### src/rtl/ace_mem_pkg.sv
// Shared definitions for the ACE memory arbiter: FSM state encoding, port ids,
// the default error read-back word and the address legality rule.
// No ports (package).
package ace_mem_pkg;

  typedef enum logic [2:0] {
    ST_IDLE  = 3'd0,
    ST_ISSUE = 3'd1,
    ST_WAIT  = 3'd2,
    ST_DONE  = 3'd3,
    ST_FLUSH = 3'd4
  } state_e;

  typedef enum logic {
    PORT_FETCH = 1'b0,
    PORT_DATA  = 1'b1
  } port_e;

  localparam logic [31:0] ERR_DATA_DEFAULT = 32'hDEADBEEF;

  // An access is legal when it is halfword aligned and every bit at or above
  // limit_bits is zero (the SRAM behind io_ctrl only decodes the low bits).
  function automatic logic addr_legal(input logic [31:0] addr, input int unsigned limit_bits);
    logic [31:0] w_hi;
    w_hi = addr >> limit_bits;
    return (addr[0] == 1'b0) && (w_hi == 32'd0);
  endfunction

endpackage

### src/rtl/mem_rr_pick.sv
// Two-way round-robin picker between the fetch and data ports.
// Ports: i_fetch_req, i_data_req (request levels), i_last_grant (port id of the
//        previous grant) -> o_grant (port id to serve), o_vld (any request present).
module mem_rr_pick
  import ace_mem_pkg::*;
(
  input  logic i_fetch_req,
  input  logic i_data_req,
  input  logic i_last_grant,
  output logic o_grant,
  output logic o_vld
);

  always_comb begin
    o_vld   = i_fetch_req | i_data_req;
    o_grant = PORT_FETCH;
    if (i_fetch_req && i_data_req) begin
      // Tie: the port that did not win last time goes first.
      o_grant = (i_last_grant == PORT_DATA) ? PORT_FETCH : PORT_DATA;
    end else if (i_data_req) begin
      o_grant = PORT_DATA;
    end
  end

endmodule

### src/rtl/mem_arbiter.sv
// Arbitrates the fetch (read-only) and data (read/write) ports of the core onto
// the single strobe/ack memory bus of io_ctrl, with address checking and a
// timeout that recovers from a stalled SRAM controller.
// Ports: clk/reset; fetch port i_req/i_addr -> i_ack/i_rdata/i_err;
//        data port d_req/d_we/d_addr/d_wdata -> d_ack/d_rdata/d_err;
//        memory bus mem_read/mem_write/mem_addr/mem_write_data <- mem_ack/mem_read_data.
// All outputs are registered.
module mem_arbiter
  import ace_mem_pkg::*;
#(
  parameter int          TIMEOUT_CYCLES  = 64,
  parameter int          ADDR_LIMIT_BITS = 20,
  parameter logic [31:0] ERR_DATA        = ERR_DATA_DEFAULT
) (
  input  logic        clk,
  input  logic        reset,
  // fetch port
  input  logic        i_req,
  input  logic [31:0] i_addr,
  output logic        i_ack,
  output logic [31:0] i_rdata,
  output logic        i_err,
  // data port
  input  logic        d_req,
  input  logic        d_we,
  input  logic [31:0] d_addr,
  input  logic [31:0] d_wdata,
  output logic        d_ack,
  output logic [31:0] d_rdata,
  output logic        d_err,
  // io_ctrl memory bus
  output logic        mem_read,
  output logic        mem_write,
  output logic [31:0] mem_addr,
  output logic [31:0] mem_write_data,
  input  logic        mem_ack,
  input  logic [31:0] mem_read_data
);

  localparam int                CNT_W    = (TIMEOUT_CYCLES > 1) ? $clog2(TIMEOUT_CYCLES) : 1;
  localparam logic [CNT_W-1:0] CNT_LAST = CNT_W'(TIMEOUT_CYCLES - 1);

  state_e            r_state;
  state_e            w_next_state;

  logic              r_last_grant;
  logic              r_port;
  logic              r_we;
  logic              r_flush;
  logic [CNT_W-1:0]  r_cnt;

  logic              r_i_ack;
  logic [31:0]       r_i_rdata;
  logic              r_i_err;
  logic              r_d_ack;
  logic [31:0]       r_d_rdata;
  logic              r_d_err;
  logic              r_mem_read;
  logic              r_mem_write;
  logic [31:0]       r_mem_addr;
  logic [31:0]       r_mem_wdata;

  logic              w_pick_vld;
  logic              w_pick_port;
  logic [31:0]       w_req_addr;
  logic [31:0]       w_req_wdata;
  logic              w_req_we;
  logic              w_req_legal;
  logic              w_timeout;

  logic              w_rsp_vld;
  logic              w_rsp_port;
  logic [31:0]       w_rsp_data;
  logic              w_rsp_err;
  logic              w_mem_read_n;
  logic              w_mem_write_n;
  logic [31:0]       w_mem_addr_n;
  logic [31:0]       w_mem_wdata_n;
  logic              w_flush_n;
  logic [CNT_W-1:0]  w_cnt_n;

  mem_rr_pick u_pick (
    .i_fetch_req  (i_req),
    .i_data_req   (d_req),
    .i_last_grant (r_last_grant),
    .o_grant      (w_pick_port),
    .o_vld        (w_pick_vld)
  );

  // Request fields of whichever port the picker chose this cycle.
  assign w_req_addr  = (w_pick_port == PORT_DATA) ? d_addr : i_addr;
  assign w_req_we    = (w_pick_port == PORT_DATA) && d_we;
  assign w_req_wdata = w_req_we ? d_wdata : 32'd0;
  assign w_req_legal = addr_legal(w_req_addr, ADDR_LIMIT_BITS);

  // The same counter times both WAIT and FLUSH; it is cleared on entry to each.
  assign w_timeout   = (r_cnt == CNT_LAST);

  // ---------------------------------------------------------------- state register
  always_ff @(posedge clk or posedge reset) begin
    if (reset) begin
      r_state <= ST_IDLE;
    end else begin
      r_state <= w_next_state;
    end
  end

  // ---------------------------------------------------------------- next state
  always_comb begin
    w_next_state = r_state;
    case (r_state)
      ST_IDLE:  if (w_pick_vld) w_next_state = w_req_legal ? ST_ISSUE : ST_DONE;
      ST_ISSUE: w_next_state = ST_WAIT;
      ST_WAIT:  if (mem_ack || w_timeout) w_next_state = ST_DONE;
      ST_DONE:  w_next_state = r_flush ? ST_FLUSH : ST_IDLE;
      ST_FLUSH: if (mem_ack || w_timeout) w_next_state = ST_IDLE;
      default:  w_next_state = ST_IDLE;
    endcase
  end

  // ---------------------------------------------------------------- output / datapath next values
  // Everything here is the value the output registers take at the next edge,
  // so a response computed while leaving WAIT is visible during DONE.
  always_comb begin
    w_rsp_vld     = 1'b0;
    w_rsp_port    = r_port;
    w_rsp_data    = 32'd0;
    w_rsp_err     = 1'b0;
    w_mem_read_n  = 1'b0;
    w_mem_write_n = 1'b0;
    w_mem_addr_n  = 32'd0;
    w_mem_wdata_n = 32'd0;
    w_flush_n     = r_flush;
    w_cnt_n       = '0;
    case (r_state)
      ST_IDLE: begin
        if (w_pick_vld) begin
          w_flush_n = 1'b0;
          if (w_req_legal) begin
            w_mem_read_n  = ~w_req_we;
            w_mem_write_n = w_req_we;
            w_mem_addr_n  = w_req_addr;
            w_mem_wdata_n = w_req_wdata;
          end else begin
            // Illegal address: answer straight away, never touch the bus.
            w_rsp_vld  = 1'b1;
            w_rsp_port = w_pick_port;
            w_rsp_data = ERR_DATA;
            w_rsp_err  = 1'b1;
          end
        end
      end
      ST_ISSUE: begin
        w_mem_addr_n  = r_mem_addr;
        w_mem_wdata_n = r_mem_wdata;
      end
      ST_WAIT: begin
        if (mem_ack) begin
          w_rsp_vld  = 1'b1;
          w_rsp_data = r_we ? 32'd0 : mem_read_data;
        end else if (w_timeout) begin
          // io_ctrl may still answer later; FLUSH swallows that stale ack.
          w_rsp_vld  = 1'b1;
          w_rsp_data = ERR_DATA;
          w_rsp_err  = 1'b1;
          w_flush_n  = 1'b1;
        end else begin
          w_mem_addr_n  = r_mem_addr;
          w_mem_wdata_n = r_mem_wdata;
          w_cnt_n       = r_cnt + CNT_W'(1);
        end
      end
      ST_DONE: begin
        w_cnt_n = '0;
      end
      ST_FLUSH: begin
        if (mem_ack || w_timeout) begin
          w_flush_n = 1'b0;
        end else begin
          w_cnt_n = r_cnt + CNT_W'(1);
        end
      end
      default: begin
        w_flush_n = 1'b0;
      end
    endcase
  end

  // ---------------------------------------------------------------- registers
  always_ff @(posedge clk or posedge reset) begin
    if (reset) begin
      r_last_grant <= PORT_DATA;
      r_port       <= PORT_FETCH;
      r_we         <= 1'b0;
      r_flush      <= 1'b0;
      r_cnt        <= '0;
      r_i_ack      <= 1'b0;
      r_i_rdata    <= 32'd0;
      r_i_err      <= 1'b0;
      r_d_ack      <= 1'b0;
      r_d_rdata    <= 32'd0;
      r_d_err      <= 1'b0;
      r_mem_read   <= 1'b0;
      r_mem_write  <= 1'b0;
      r_mem_addr   <= 32'd0;
      r_mem_wdata  <= 32'd0;
    end else begin
      if ((r_state == ST_IDLE) && w_pick_vld) begin
        r_port       <= w_pick_port;
        r_last_grant <= w_pick_port;
        r_we         <= w_req_we;
      end
      r_flush     <= w_flush_n;
      r_cnt       <= w_cnt_n;
      r_i_ack     <= w_rsp_vld && (w_rsp_port == PORT_FETCH);
      r_i_rdata   <= (w_rsp_vld && (w_rsp_port == PORT_FETCH)) ? w_rsp_data : 32'd0;
      r_i_err     <= w_rsp_vld && (w_rsp_port == PORT_FETCH) && w_rsp_err;
      r_d_ack     <= w_rsp_vld && (w_rsp_port == PORT_DATA);
      r_d_rdata   <= (w_rsp_vld && (w_rsp_port == PORT_DATA)) ? w_rsp_data : 32'd0;
      r_d_err     <= w_rsp_vld && (w_rsp_port == PORT_DATA) && w_rsp_err;
      r_mem_read  <= w_mem_read_n;
      r_mem_write <= w_mem_write_n;
      r_mem_addr  <= w_mem_addr_n;
      r_mem_wdata <= w_mem_wdata_n;
    end
  end

  assign i_ack          = r_i_ack;
  assign i_rdata        = r_i_rdata;
  assign i_err          = r_i_err;
  assign d_ack          = r_d_ack;
  assign d_rdata        = r_d_rdata;
  assign d_err          = r_d_err;
  assign mem_read       = r_mem_read;
  assign mem_write      = r_mem_write;
  assign mem_addr       = r_mem_addr;
  assign mem_write_data = r_mem_wdata;

endmodule

### config.mk
export PLATFORM = sky130hd
export DESIGN_NAME = mem_arbiter
export DESIGN_NICKNAME = d
export VERILOG_FILES = /design/src/rtl/ace_mem_pkg.sv /design/src/rtl/mem_rr_pick.sv /design/src/rtl/mem_arbiter.sv
export SDC_FILE = /design/constraint.sdc
export NUM_CORES = 1
export LEC_CHECK = 0
export CAP_MARGIN = 20
export CORE_AREA = 2 2 104 106
export DETAILED_ROUTE_END_ITERATION = 10
export DIE_AREA = 0 0 106 108
export DONT_BUFFER_PORTS = 1
export PLACE_DENSITY = 0.69
export SLEW_MARGIN = 25
export SYNTH_ARGS = -nofsm -noshare
export SYNTH_HDL_FRONTEND = slang
export SYNTH_HIERARCHICAL = 1
export SYNTH_SLANG_ARGS = --single-unit
export TNS_END_PERCENT = 30
### constraint.sdc
create_clock -name clk -period 6.6 [get_ports clk]
set_clock_uncertainty 0.2 [all_clocks]
set_input_delay 1.98 -clock clk [delete_from_list [all_inputs] [get_ports clk]]
set_output_delay 1.98 -clock clk [all_outputs]
set_load 0.01 [all_outputs]
==> results of run 1 <==
-- cell usage in the layout, fill, tap and decap left out, types with 2 or more instances in the layout --
cell	netlist	routed
a22o_1	33	32
nand3b_1	2	2
mux2i_1	19	19
and3_1	10	10
buf_4	0	2
clkbuf_8	0	2
xnor2_1	4	4
a21oi_1	25	25
nand2_1	44	44
inv_6	0	3
nor2_1	18	17
or2_1	1	2
nor4_1	5	5
a21boi_0	2	2
nor4b_1	2	2
clkbuf_16	0	16
clkinvlp_4	0	3
o21ai_0	61	61
o21ai_1	11	11
dfrtp_1	146	146
bufinv_16	0	2
nand3_1	5	5
and2_1	13	13
clkinv_4	0	3
inv_8	0	2
-- per-layer routing --
layer / vias to the layer above / share of wire / track usage
li1: 1576 / - / -
met1: 1750 / 0.37 / 0.2723
met3: 23 / 0.089 / 0.09042
met5: - / 0 / 0
met2: 196 / 0.52 / 0.3710
met4: 0 / 0.021 / 0.1053
-- registers in the layout, indices dropped and copies added (netlist names), 3 cells and up --
name,count
r_state,3
mem_addr,32
d_rdata,32
mem_write_data,32
i_rdata,32
r_cnt,6
-- worst max-delay path by stage --
| stage | from | endpoint | slack (ns) | depth (start not counted) |
|---|---|---|---|---|
| global placement | d_req | mem_write_data[24] | 1.78 | 6 |
| global route | i_req | d_rdata[2] | 2.19 | 5 |
| detailed placement | d_req | mem_addr[5] | 1.75 | 5 |
| CTS | d_req | mem_addr[5] | 2.29 | 5 |
| floorplan | reset | d_ack | 0.47 | 1 |
| finish | d_req | i_rdata[31] | 2.39 | 6 |
-- kinds of logic after synthesis --
| kind of cell | count (synthesis) |
|---|---|
| DFF | 147 |
| AOI/OAI and AO/OA | 138 |
| and+or+nand+nor | 110 |
| buffers and inverters | 34 |
| muxes | 19 |
| xor gates and xnor gates | 5 |
| adders and majority gates | 1 |
-- through the flow --
stage / utilization / area [um^2] / hold WS (ns) / std cells / power (mW)
2_1_floorplan: - / 5500 / 0.2328 / 454 / 1.405
3_3_place_gp: 0.5429 / 5554 / 0.2498 / 559 / 1.492
3_5_place_dp: 0.5443 / 5569 / 0.2696 / 560 / 1.506
4_1_cts: 0.6013 / 6152 / 0.2813 / 592 / 2.444
5_1_grt: 0.6033 / 6172 / 0.3024 / 592 / 2.551
6_report: 0.6033 / 6172 / 0.2774 / 592 / 2.428
-- where the power goes --
group          internal, mW  switching, mW
sequential             1.03          0.143
clock                 0.555          0.382
combinational        0.0823          0.240
-- final cells by class --
class                   instances  area, um^2  share of cell area
inverters                       1       11.26            0.001824
multi-input cells             273        1698              0.2751
clock inverters                13       151.4             0.02453
well taps                     136       170.2             0.02757
flip-flops and latches        147        3680              0.5962
repair buffers                  3       30.03            0.004865
clock buffers                  19       431.7             0.06994
-- critical path, stage by stage --
cell,delay (ns)
a21boi_4,0.79
nor4b_1,0.34
nand2_1,0.11
o2bb2ai_2,0.20
nand3b_1,0.68
o21ai_0,0.24
==> results.toml, run 1 <==
[die]
start_util = 0.5376
die_area_um2 = 11450
dieWidth_um = 106
top_level_ports = 268
core-area_um2 = 10230
die_h_um = 108
placement_rows = 37

[timing]
rsz0062_at_grt = "no"
worst_pin_slew_ns = 1.040
period_share = 0.6383
fmaxAchievable_mhz = 237.4
fin_ws_ns = 2.387
setup_viol = 0
finalSetupTns_ns = 0
slew_viol_final = 0
finalWorstPathRequiredPeriod_ns = 4.213
final-hold-violation-count = 0
timing.slew.headroom = 0.3050

[flow_run]
cap_violations = 0

[detailed_routing]
drt-pass1-iter-count = 4
route.detailed.drc = 0
drtIter0Drc = 233
antenna_left = 0
detail_route.vias_per_cell = 5.988
route.detailed.wl_per_inst_um = 22.14
routed_wire_length_mm = 13.11
via_count = 3545

[finish]
fraction_of_layout_instances_using_a_drive_strength_above_1 = 0.09868
area_growth_pct = 12.22
antenna_cells_inserted = 0
num-fill-cells = 800
nNetsFinal = 578

[logic_synthesis]
synth-edff-count = 0
synth-async-reset-ratio = 1.000
synthMuxAreaShare = 0.03458
yosys-top-cells-area = "dfrtp_1 (66%), o21ai_0 (5.6%), a22o_1 (5.3%)"
netlist-cell-type-count = 41
post-synth-top-count-cell = "dfrtp_1"
yosys.area.top_type_share = 0.6642
netlist_area_um2 = 5500
synth.net_count = 589
synth_compound_gate_area_share = 0.1538
synth_flop_cell = "dfrtp_1"
postSynthAreaPerCell_um2 = 12.12
seq_area_frac_synth = 0.6690
post_synth_xor_area_fraction = 0.007962
yosysWarnings = 6
synth_top_family_by_area = "compound AO/OA/AOI/OAI gates"
netlist_instances = 454
yosys.area.top_type = "dfrtp_1"
fraction_of_the_mapped_netlist_area_in_simple_logic_gates = 0.1037
synth.cells.most_frequent = "dfrtp_1 (146), o21ai_0 (61), nand2_1 (44)"
synth-adder-area-share = 0.002275
synth.ff_latch_count = 147

[cts]
clockRootBuffer = "clkbuf_8"
cts_num_sinks = 147
cts-resized-gates = 0
source_to_sink_clock_delay_at_the_later_pin_of_the_worst_skew_pair_ns = 0.52
clock_tree_buf_depth = 2
cts_max_level = 4
postCtsSetupRepairBufs = 0
tritoncts = "built"
cts_hold_buffers = 0
cts_inserted_buffers = 17
path_clk_slew_ns = 0.07

[worst_setup_path]
critPathMaxFanout = 28
critical_path_arrival_ns = 4.35
worst-r2r-setup-slack_ns = 3.47
setup.worst_path.end_class = "flip-flop"
timing.rr.end = "i_rdata[31]"
worst-setup-path-type = "in2reg"
cp-start-kind = "input pin"
r2r_start = "r_last_grant"
worst-endpoint-required_ns = 6.74
worst-r2r-cell-count = 6

[placed_design]
routabilityCongestion = 0.7713
post-place-ws_ns = 1.746
port_buffers = 0
detailedPlacementHpwl_mm = 8.957

[power]
worst_ir_drop_vdd_uv = 249.4
leakage_nw = 2.960
powerDensity_nw_per_um2 = 393.3

[outcome]
run_status = "finished, final reports clean"

[global_route]
grt_first_pass_wirelength_mm = 19.68
track_usage = 0.2292
grt_antenna_before_repair = 0
pin_count_of_the_biggest_net_entering_global_routing = 118
globalRoute.totalOverflow = 0
via_count_of_the_first_global_routing_pass = 3507

[worst_hold_path]
min-delay-start = "r_cnt[0]"
hold_path_depth = 1
min_path_type = "reg2reg"
whs_endpoint = "r_cnt[0]"
Power figures use the tool's default switching activity.
==> inputs of run 2 (changes only) <==
Settings changed: PLACE_DENSITY 0.69 to 0.71.
Clock period 6.6 ns to 3.4 ns, I/O delays scaled along.
==> run 2 against run 1 <==
Net effect:
- sequential power is 94% higher
- critical path depth fell by 1
- sequential share of layout area is 0.83 points lower
- wire length is 1.2% lower
- utilization up 0.86 points
- critical endpoint is now mem_addr[3]
- combinational power up 110%
- largest cell class unchanged
- design area increased by 1.4%
- sequential cell count is the same
==> results.toml, run 2 (synthesis results as in run 1) <==
[finish]
area_growth_pct = 13.81
area_used_by_multi_input_combinational_logic_um2 = 1680
layout.cells.most_common_list = "dfrtp_1 (146), o21ai_0 (61), nand2_1 (44), a22o_1 (32), a21oi_1 (25)"
nNetsFinal = 588
most_common_cell_after_layout_fill_and_taps_aside = "dfrtp_1"
fraction_of_layout_instances_using_a_drive_strength_above_1 = 0.1180
final_cells = 602
area.sequential_um2 = 3680
num-fill-cells = 805
antenna_cells_inserted = 0
final_core_utilization = 0.6118

[placed_design]
routabilityCongestion = 0.8160
detailedPlacementHpwl_mm = 9.031
dp.cells = 570
port_buffers = 0

[worst_setup_path]
critPathMaxFanout = 20
worst-endpoint-required_ns = 3.62
setup.worst_path.end_class = "flip-flop"
worst-setup-path-type = "in2reg"
critical_path_arrival_ns = 2.74
cp-start-kind = "input pin"

[global_route]
track_usage = 0.2305
via_count_of_the_first_global_routing_pass = 3680
globalRoute.totalOverflow = 0
grt_antenna_before_repair = 0
grt_first_pass_wirelength_mm = 19.93
pin_count_of_the_biggest_net_entering_global_routing = 65

[timing]
period_share = 0.7402
finalWorstPathRequiredPeriod_ns = 2.517
worst_pin_slew_ns = 0.8187
fmaxAchievable_mhz = 397.3
finalHoldWorstSlack_ns = 0.2635
setup_viol = 0
finalSetupTns_ns = 0
rsz0062_at_grt = "no"
slew_viol_final = 0
final-hold-violation-count = 0
timing.slew.headroom = 0.4542

[cts]
tritoncts = "built"
source_to_sink_clock_delay_at_the_later_pin_of_the_worst_skew_pair_ns = 0.51
path_clk_slew_ns = 0.06
cts_num_sinks = 147
cts_hold_buffers = 0
cts-resized-gates = 0
cts_max_level = 4
postCtsSetupRepairBufs = 0
cts_inserted_buffers = 17
clock_tree_buf_depth = 2
clockRootBuffer = "clkbuf_8"

[power]
leakage_nw = 3.007
worst_ir_drop_vdd_uv = 369.8
finalPower_mw = 4.763
powerDensity_nw_per_um2 = 761.0

[detailed_routing]
drtIter0Drc = 279
antenna_left = 0
detail_route.vias_per_cell = 5.927
via_count = 3568
routed_wire_length_mm = 12.95
drt-pass1-iter-count = 4
route.detailed.wl_per_inst_um = 21.50
route.detailed.drc = 0

[worst_hold_path]
min_path_type = "reg2reg"

[die]
die_h_um = 108
start_util = 0.5376
top_level_ports = 268
die_area_um2 = 11450
core-area_um2 = 10230
dieWidth_um = 106
placement_rows = 37

[outcome]
run_status = "finished, final reports clean"

[flow_run]
cap_violations = 0
[run 2: worst paths after layout]
path	start	depth (start not counted)	to	slack [ns]
max in group asynchronous	reset	2	mem_write_data[9]	1.94
worst max register to register	r_state[1]	3	i_rdata[30]	1.06
worst min-delay path	r_cnt[0]	1	r_cnt[0]	0.26
min in group asynchronous	reset	1	mem_addr[30]	0.27
worst max-delay path	i_addr[27]	5	mem_addr[3]	0.88
worst min register to register	r_cnt[0]	1	r_cnt[0]	0.26
[run 2: per-stage QoR]
stage	setup WS, ns	area (um^2)
2_1_floorplan	0.3338	5504
3_5_place_dp	0.1339	5673
6_report	0.8833	6260
5_1_grt	0.7828	6260
3_3_place_gp	0.2785	5673
4_1_cts	0.7104	6260
[run 2: worst max-delay path: stages]
cell,delay [ns]
or4_1,0.52
nor4_1,0.26
o2bb2ai_2,0.18
or2_1,0.48
o21ai_0,0.27
[run 2: final cells by class]
cell class / count / share of cell area
Tap cell: 136 / 0.02718
Clock inverter: 15 / 0.02758
Clock buffer: 17 / 0.06616
Multi-Input combinational cell: 273 / 0.2684
Inverter: 1 / 0.001199
Sequential cell: 147 / 0.5878
Timing Repair Buffer: 13 / 0.02159
[run 2: metal layers]
metal / vias up / part of all wire / track usage / wire length, um
met5: - / 0 / 0 / 0
met4: 0 / 0.023 / 0.08647 / 302
met3: 31 / 0.075 / 0.08981 / 965
met2: 171 / 0.51 / 0.3788 / 6629
met1: 1775 / 0.39 / 0.2780 / 5047
li1: 1591 / - / - / -
[run 2: power breakdown]
part,switching (mW),internal (mW)
clock,0.761,1.06
combinational,0.471,0.195
sequential,0.281,1.99
==> inputs of run 3 (changes only) <==
Clock period 3.4 ns to 2.3 ns, I/O delays scaled along.
==> run 3 against run 2 <==
Net effect:
- critical endpoint is now d_rdata[30]
- sequential power grew 48%
- register-to-register slack lost 0.87 ns
- wire length grew 0.54%
- critical path type is now reg2reg
- worst hold slack lost 0.23 ns
- utilization grew 1.3 points
- total power grew 52%
- sequential cell count is the same
- critical path depth shrank 1
- via count is essentially flat
- clock power grew 54%
==> results.toml, run 3 (synthesis results as in run 1) <==
[timing]
slew_viol_final = 0
finalSetupTns_ns = 0
fmaxAchievable_mhz = 474.1
setup_viol = 0
worst_pin_slew_ns = 0.7617
finalHoldWorstSlack_ns = 0.03789
period_share = 0.9171
finalWorstPathRequiredPeriod_ns = 2.109
rsz0062_at_grt = "no"
final-hold-violation-count = 0
timing.slew.headroom = 0.4851

[die]
die_area_um2 = 11450
start_util = 0.5376
die_h_um = 108
dieWidth_um = 106
placement_rows = 37
core-area_um2 = 10230
top_level_ports = 268

[worst_setup_path]
critical_path_source = "r_state[2]"
setup.worst_path.end_class = "flip-flop"
r2r_start = "r_state[2]"
cp-start-kind = "flip-flop"
worst-endpoint-required_ns = 2.51
critPathMaxFanout = 26
worst-setup-path-type = "reg2reg"
critical_path_arrival_ns = 2.32

[global_route]
pin_count_of_the_biggest_net_entering_global_routing = 70
track_usage = 0.2307
grt_first_pass_wirelength_mm = 19.91
globalRoute.totalOverflow = 0
grt_antenna_before_repair = 0
via_count_of_the_first_global_routing_pass = 3661

[power]
worst_ir_drop_vdd_uv = 563.6
power_switching_mw = 2.252
switching_share = 0.3104
powerDensity_nw_per_um2 = 1135
p_seq_frac = 0.462
share_comb_of_total_power = 0.151
internal_power_mw = 5.003
p_clk_frac = 0.387
leakage_nw = 3.077

[cts]
cts_max_level = 4
path_clk_slew_ns = 0.06
tritoncts = "built"
cts_inserted_buffers = 17
source_to_sink_clock_delay_at_the_later_pin_of_the_worst_skew_pair_ns = 0.51
clockRootBuffer = "clkbuf_8"
cts_num_sinks = 147
postCtsSetupRepairBufs = 0
clock_tree_buf_depth = 2

[finish]
antenna_cells_inserted = 0
area_growth_pct = 16.20
fraction_of_layout_instances_using_a_drive_strength_above_1 = 0.1308
nNetsFinal = 596
most_common_cell_after_layout_fill_and_taps_aside = "dfrtp_1"
layout.cells.most_common_list = "dfrtp_1 (146), o21ai_0 (61), nand2_1 (44), a22o_1 (32), a21oi_1 (25)"

[worst_hold_path]
min-delay-start = "mem_ack"
min_path_type = "in2reg"

[placed_design]
detailedPlacementHpwl_mm = 8.942
port_buffers = 0
routabilityCongestion = 0.7879

[detailed_routing]
route.detailed.drc = 0
detail_route.vias_per_cell = 5.852
antenna_left = 0
via_count = 3570
routed_wire_length_mm = 13.02
route.detailed.wl_per_inst_um = 21.34
drt-pass1-iter-count = 4
drtIter0Drc = 252

[outcome]
run_status = "finished, final reports clean"

[flow_run]
cap_violations = 0
[run 3: critical path, stage by stage, from the launching register on]
cell	delay [ns]
dfrtp_1	0.50
nor4b_1	0.74
nand3_1	0.24
buf_12	0.22
o21ai_0	0.10
[run 3: layer usage]
metal,track usage,vias to the layer above,part of all wire
met1,0.2742,1754,0.39
met3,0.07414,20,0.076
met2,0.3853,185,0.52
met5,0,-,0
li1,-,1611,-
met4,0.1081,0,0.021
[run 3: metrics by stage]
step,worst slack (ns),utilization,total power [mW],cells,area (um^2)
after global routing,0.006896,0.6247,7.611,610,6391
after CTS,0.1705,0.6247,7.319,610,6391
after detailed placement,-0.2787,0.5645,4.502,577,5776
after floorplan,-0.4362,-,4.032,454,5504
final,0.1907,0.6247,7.254,610,6391
after global placement,-0.1695,0.5645,4.444,577,5776
[run 3: timing repair]
action | in CTS | in global routing
hold buffers | 1 | 0
resized for setup | 0 | 0
endpoints found under the hold margin | 6 | 0
[run 3: cell type report]
cell class | count | area [um^2]
Clock buffer | 17 | 414.1
Clock inverter | 15 | 191.4
Fill cell | 785 | 3840
Inverter | 1 | 7.507
Multi-Input combinational cell | 273 | 1680
Sequential cell | 147 | 3680
Tap cell | 136 | 170.2
Timing Repair Buffer | 21 | 247.7
[run 3: worst paths after layout]
check	end	slack, ns	depth (start not counted)
min in group asynchronous	d_rdata[28]	0.39	2
max	d_rdata[30]	0.19	4
min reg2reg	r_cnt[0]	0.29	1
max reg2reg	d_rdata[30]	0.19	4
min	r_cnt[4]	0.04	1
max in group asynchronous	r_last_grant	0.89	3
[run 3: power groups by stage]
stage                     registers (mW)  logic (mW)  clock network (mW)
after global routing                3.38        1.23                3.00
after floorplan                     3.25       0.784                   0
after global placement              3.40        1.05                   0
after detailed placement            3.41        1.09                   0
final                               3.35        1.09                2.81
after CTS                           3.36        1.10                2.86
